===== config.mk =====
export PLATFORM = sky130hd
export DESIGN_NAME = vid_pattern_gen
export DESIGN_NICKNAME = d
export VERILOG_FILES = /design/src/rtl/vid_pattern_gen.sv
export SDC_FILE = /design/constraint.sdc
export NUM_CORES = 1
export LEC_CHECK = 0
export CAP_MARGIN = 20
export CELL_PAD_IN_SITES_DETAIL_PLACEMENT = 0
export CELL_PAD_IN_SITES_GLOBAL_PLACEMENT = 1
export CORE_UTILIZATION = 30
export CTS_BUF_LIST = sky130_fd_sc_hd__clkbuf_4
export CTS_CLUSTER_DIAMETER = 50
export DETAILED_ROUTE_END_ITERATION = 12
export PLACE_DENSITY = 0.65
export SLEW_MARGIN = 20
export SYNTH_ARGS = -nofsm -noshare
export SYNTH_HDL_FRONTEND = slang
export SYNTH_SLANG_ARGS = --single-unit

===== constraint.sdc =====
create_clock -name clk -period 2.9 [get_ports clk]
set_input_delay 0.725 -clock clk [delete_from_list [all_inputs] [get_ports clk]]
set_output_delay 0.725 -clock clk [all_outputs]
set_load 0.02 [all_outputs]

===== src/rtl/vid_pattern_gen.sv =====
// 1080p-style raster timing and test-pattern source: hsync/vsync/VDE plus 24-bit RGB, all registered.
// Optional PAT_SCROLL_EN: per-frame ramp offset that makes the grey ramp scroll.
module vid_pattern_gen #(
    parameter logic [11:0] H_TOTAL      = 12'd2200,
    parameter logic [11:0] H_SYNC_START = 12'd88,
    parameter logic [11:0] H_SYNC_END   = 12'd131,
    parameter logic [11:0] H_ACT_START  = 12'd280,
    parameter logic [10:0] V_TOTAL      = 11'd1125,
    parameter logic [10:0] V_SYNC_START = 11'd4,
    parameter logic [10:0] V_SYNC_END   = 11'd8,
    parameter logic [10:0] V_ACT_START  = 11'd45,
    parameter logic [7:0]  BAR_W        = 8'd240
) (
    input  logic        clk,
    input  logic        n_rst,
    input  logic [1:0]  pat_sel,
    input  logic [23:0] solid_rgb,
    output logic [23:0] o_vid_data,
    output logic        o_vid_hsync,
    output logic        o_vid_vsync,
    output logic        o_vid_VDE,
    output logic        o_frame_start
);

    logic [11:0] hcnt_q, hcnt_d;
    logic [10:0] vcnt_q, vcnt_d;
    logic [1:0]  pat_q, pat_d;
    logic [2:0]  bar_idx_q, bar_idx_d;
    logic [7:0]  bar_pix_q, bar_pix_d;
    logic [7:0]  off;
    logic        h_last, v_last, frame_end;
    logic [7:0]  x_lo, ramp;
    logic        y_b5, vde;
    logic [23:0] pix, data_d;

    assign h_last    = (hcnt_q == H_TOTAL - 12'd1);
    assign v_last    = (vcnt_q == V_TOTAL - 11'd1);
    assign frame_end = h_last & v_last;

`ifdef PAT_SCROLL_EN
    logic [7:0] off_q;
    always_ff @(posedge clk or posedge n_rst) begin
        if (n_rst)          off_q <= 8'd0;
        else if (frame_end) off_q <= off_q + 8'd1;
    end
    assign off = off_q;
`else
    assign off = 8'd0;
`endif

    always_comb begin
        hcnt_d    = h_last ? 12'd0 : hcnt_q + 12'd1;
        vcnt_d    = vcnt_q;
        if (h_last) vcnt_d = v_last ? 11'd0 : vcnt_q + 11'd1;
        pat_d     = frame_end ? pat_sel : pat_q;
        // Bar counter is re-armed one pixel ahead so it reads 0 exactly at x=0.
        bar_idx_d = bar_idx_q;
        bar_pix_d = bar_pix_q + 8'd1;
        if (hcnt_q == H_ACT_START - 12'd1) begin
            bar_idx_d = 3'd0;
            bar_pix_d = 8'd0;
        end else if (bar_pix_q == BAR_W - 8'd1) begin
            bar_idx_d = bar_idx_q + 3'd1;
            bar_pix_d = 8'd0;
        end
    end

    // Only the low bits of the active coordinates are ever needed.
    assign x_lo = hcnt_q[7:0] - H_ACT_START[7:0];
    assign y_b5 = 1'((vcnt_q[5:0] - V_ACT_START[5:0]) >> 5);
    assign ramp = x_lo + off;
    assign vde  = (hcnt_q >= H_ACT_START) && (vcnt_q >= V_ACT_START);

    always_comb begin
        pix = 24'h000000;
        case (pat_q)
            2'd0: begin
                case (bar_idx_q)
                    3'd0:    pix = 24'hFFFFFF;
                    3'd1:    pix = 24'hFFFF00;
                    3'd2:    pix = 24'h00FFFF;
                    3'd3:    pix = 24'h00FF00;
                    3'd4:    pix = 24'hFF00FF;
                    3'd5:    pix = 24'hFF0000;
                    3'd6:    pix = 24'h0000FF;
                    default: pix = 24'h000000;
                endcase
            end
            2'd1:    pix = (x_lo[5] ^ y_b5) ? 24'h000000 : 24'hFFFFFF;
            2'd2:    pix = {ramp, ramp, ramp};
            default: pix = solid_rgb;
        endcase
        data_d = vde ? pix : 24'h000000;
    end

    always_ff @(posedge clk or posedge n_rst) begin
        if (n_rst) begin
            hcnt_q        <= 12'd0;
            vcnt_q        <= 11'd0;
            pat_q         <= 2'd0;
            bar_idx_q     <= 3'd0;
            bar_pix_q     <= 8'd0;
            o_vid_data    <= 24'h000000;
            o_vid_hsync   <= 1'b0;
            o_vid_vsync   <= 1'b0;
            o_vid_VDE     <= 1'b0;
            o_frame_start <= 1'b0;
        end else begin
            hcnt_q        <= hcnt_d;
            vcnt_q        <= vcnt_d;
            pat_q         <= pat_d;
            bar_idx_q     <= bar_idx_d;
            bar_pix_q     <= bar_pix_d;
            o_vid_data    <= data_d;
            o_vid_hsync   <= (hcnt_q >= H_SYNC_START) && (hcnt_q <= H_SYNC_END);
            o_vid_vsync   <= (vcnt_q >= V_SYNC_START) && (vcnt_q <= V_SYNC_END);
            o_vid_VDE     <= vde;
            o_frame_start <= (hcnt_q == 12'd0) && (vcnt_q == 11'd0);
        end
    end

endmodule


==> results.md <==
- Status: finished clean
- Power consumption: ~1.4 mW
- DR WL/cell: 14.3 um
- CP Capture Type: flip-flop
- Gate Count Post-Synth: 317
- Hold-fix buffers at CTS: 0
- Placed instance count: 494
- Final hold vios: 0
- Syn_area_per_cell: between 10 and 15 um^2
- Final antenna-violating net count: 0
- EDFF count, synth: 0
- Bufs on Longest Clock Path: 2
- Top cells by count, synth: dfrtp_1, nor2_1, nand2_1
- Crit Path Class: reg -> reg
- Syn Nets: 357
- WP data required: about 3.2 ns
- Most used DFF post-synth: dfrtp_1
- Clock-pin slew on the worst setup and hold paths: 0.10 ns
- Die extent in x: 106 um
- Unrepaired setup endpoints after global routing: false
- Routed wire length: between 7000 and 8000 um
- Share of cells above drive strength 1: roughly 8.8%
- Area of the multi-input gates: 1460 um^2
- Mapped Area: about 3200 um^2
- Sw Ratio: about a quarter
- Largest cells by area after synthesis: dfrtp_1, nor2_1, ha_1, xnor2_1, o22ai_1
- Crit-path max cell delay: about 0.7 ns
- Largest net degree at the start of global routing: 30
- DP HPWL: around 5400 um
- Via-per-instance ratio: about 4.8
- Die height: about 110 um
- Fmax: 442 MHz
- Postcts setup bufs: 0
- GRT overflow: 0
- Core area: ~10000 um^2
- Final TNS setup: 0 ns
- Gr usage total: roughly 14%
- Sequential Area: 1600 um^2
- Die area: between 10000 and 15000 um^2
- PD cells: around 360 nW/um^2
- Warnings from Yosys: 0
- TritonCTS clock tree: built
- Slew @ Worst Pin: between 0.9 and 1 ns
- Most common cell on crit path: xnor2_1
- P_int: ~1.1 mW
- P&R area growth vs syn: 22.2%
- Dpl cell area: approximately 3900 um^2
- Worst vdd ir: around 140 uV
- Worst-path cell chain: ha_1 -> xnor2_2 -> xnor2_1 -> xnor2_1 -> o21ai_2 -> nor3_1
- Row count: 37
- Fin cells: around 500
- Netlist cell types: 55
- Final setup fails: 0
- Final #Nets: ~400
- Period utilization: between 70% and 80%
- Clk Latency, worst-skew pair: between 0.4 and 0.5 ns
- Max-slew violation count: 0
- Clock share of power: 33.2%
- Seq/Total Area, Yosys: 49.4%
- Rel. slew slack: 38.1%
- 1st-pass router iterations: 4
- Crit path arrival time: roughly 2.5 ns
- Clock skew: 0.00729 ns
- Share of the synthesized area in the top cell type: between 40% and 50%
- Number of remaining DRC errors: 0
- Root buffer cell: clkbuf_4
- First-pass GRT wire length: approximately 12000 um
- GPL Wtd Cong: between 0.7 and 0.8
- DRT iter0 DRCs: 110
- Max-cap viol count: 0
- Asr flop ratio synth: between 90% and 100%
- CTS buffer count: 9
- IO Pins: 56
- Fillers: 1055
- Worst path slowest cell: o21ai_2
- Fin crit period: 2.26 ns
- Yosys top cell by area: dfrtp_1
- Vias in the first global route: 2463
- Combinational power share: about 4.2%
- Hold Path Class: reg -> reg
- Crit path launch type: flip-flop
- Detailed-route via count: 2434
- Synthesis-stage register bit count: 64
- H-tree depth: 3
- Starting Density: a little under a third
- Most frequent cell after synthesis: dfrtp_1
- Sequential group share of total power: between 60% and 70%
- Final Instance Area: 3970 um^2
- Antenna violations before repair: 1
- CP Max Fanout: 24
- Post-CTS sizing: 0
- Psw: about 0.34 mW
- Clock sink count: 64
- Leakage: ~1.8 nW
- Port Buffer Count: 55
[kinds of logic after synthesis]
family	count (synthesis)	synth area share, %
adder cells (fa/ha/maj)	12	4.63
buffers and inverters	29	5.51
flip-flops	64	49.4
XOR/XNOR	26	7.25
AO/OA/AOI/OAI	52	10.7
AND/OR/NAND/NOR	130	21.0
multiplexers	4	1.58
[final timing paths]
path                              startpoint             end  slack [ns]  depth (start not counted)
worst max-delay path               hcnt_q[3]  o_vid_data[21]        0.64                          6
worst min-delay path            bar_pix_q[0]    bar_pix_q[0]        0.47                          1
worst max register to register     hcnt_q[3]  o_vid_data[21]        0.64                          6
worst min register to register  bar_pix_q[0]    bar_pix_q[0]        0.47                          1
max in group asynchronous              n_rst       hcnt_q[1]        1.70                          3
min in group asynchronous              n_rst       vcnt_q[2]        0.60                          2
[state kept, by name (all words and copies together) (netlist names)]
register / count
vcnt_q: 11
hcnt_q: 12
o_vid_data: 24
pat_q: 2
o_vid_VDE: 1
bar_idx_q: 3
o_frame_start: 1
o_vid_hsync: 1
bar_pix_q: 8
o_vid_vsync: 1
[metal layers]
metal  track usage (%)  share of wire, %
met1              18.6                48
met2              22.5                44
met3              3.56               6.3
met4              6.94               1.9
met5                 0                 0
[worst max-delay path, delay by kind of cell (launching register included)]
| family | cells | cell delay, ns |
|---|---|---|
| AO/OA/AOI/OAI | 1 | 0.72 |
| AND/OR/NAND/NOR | 1 | 0.13 |
| flip-flops | 1 | 0.48 |
| adder cells (fa/ha/maj) | 1 | 0.31 |
| XOR/XNOR | 3 | 0.48 |
[power by group through the flow]
stage                     registers (mW)  clock network [mW]  logic (mW)
after detailed placement           0.909                   0      0.0612
after global placement             0.909                   0      0.0620
after global routing               0.892               0.528      0.0666
after CTS                          0.892               0.486      0.0620
final                              0.892               0.472      0.0598
after floorplan                    0.909                   0      0.0133
[layout make-up]
cell class	instances	share of cell area [%]
inverter	12	1.14
multi-input combinational	224	36.9
tap	136	4.29
antenna	1	0.0631
clock inverter	7	0.726
sequential	64	40.4
timing repair buffer	58	14.8
clock buffer	9	1.70
[through the flow]
| stage | hold slack [ns] | worst slack (ns) | utilization, % |
|---|---|---|---|
| final | 0.465 | 0.638 | 38.1 |
| after global routing | 0.497 | 0.430 | 38.1 |
| after CTS | 0.472 | 0.599 | 38.0 |
| after detailed placement | 0.458 | 0.603 | 37.1 |
| after global placement | 0.441 | 0.646 | 37.1 |
| after floorplan | 0.424 | 0.577 | - |
[layout by cell type, fill, tap and decap left out, drive strengths merged, types with 2 or more instances in the layout]
cell	instances
a211oi	6
a21o	5
a21oi	3
a31oi	2
and2	3
and3	6
and4	2
buf	3
clkbuf	9
clkdlybuf4s50	55
clkinv	7
dfrtp	64
ha	12
inv	12
mux2	3
nand2	21
nand2b	3
nand3	4
nand3b	3
nand4	10
nor2	53
nor3	7
nor3b	5
nor4	4
o21ai	13
o22ai	15
o32ai	3
or3	2
xnor2	16
xor2	10
Note: power is estimated with default switching activity, not from simulation.
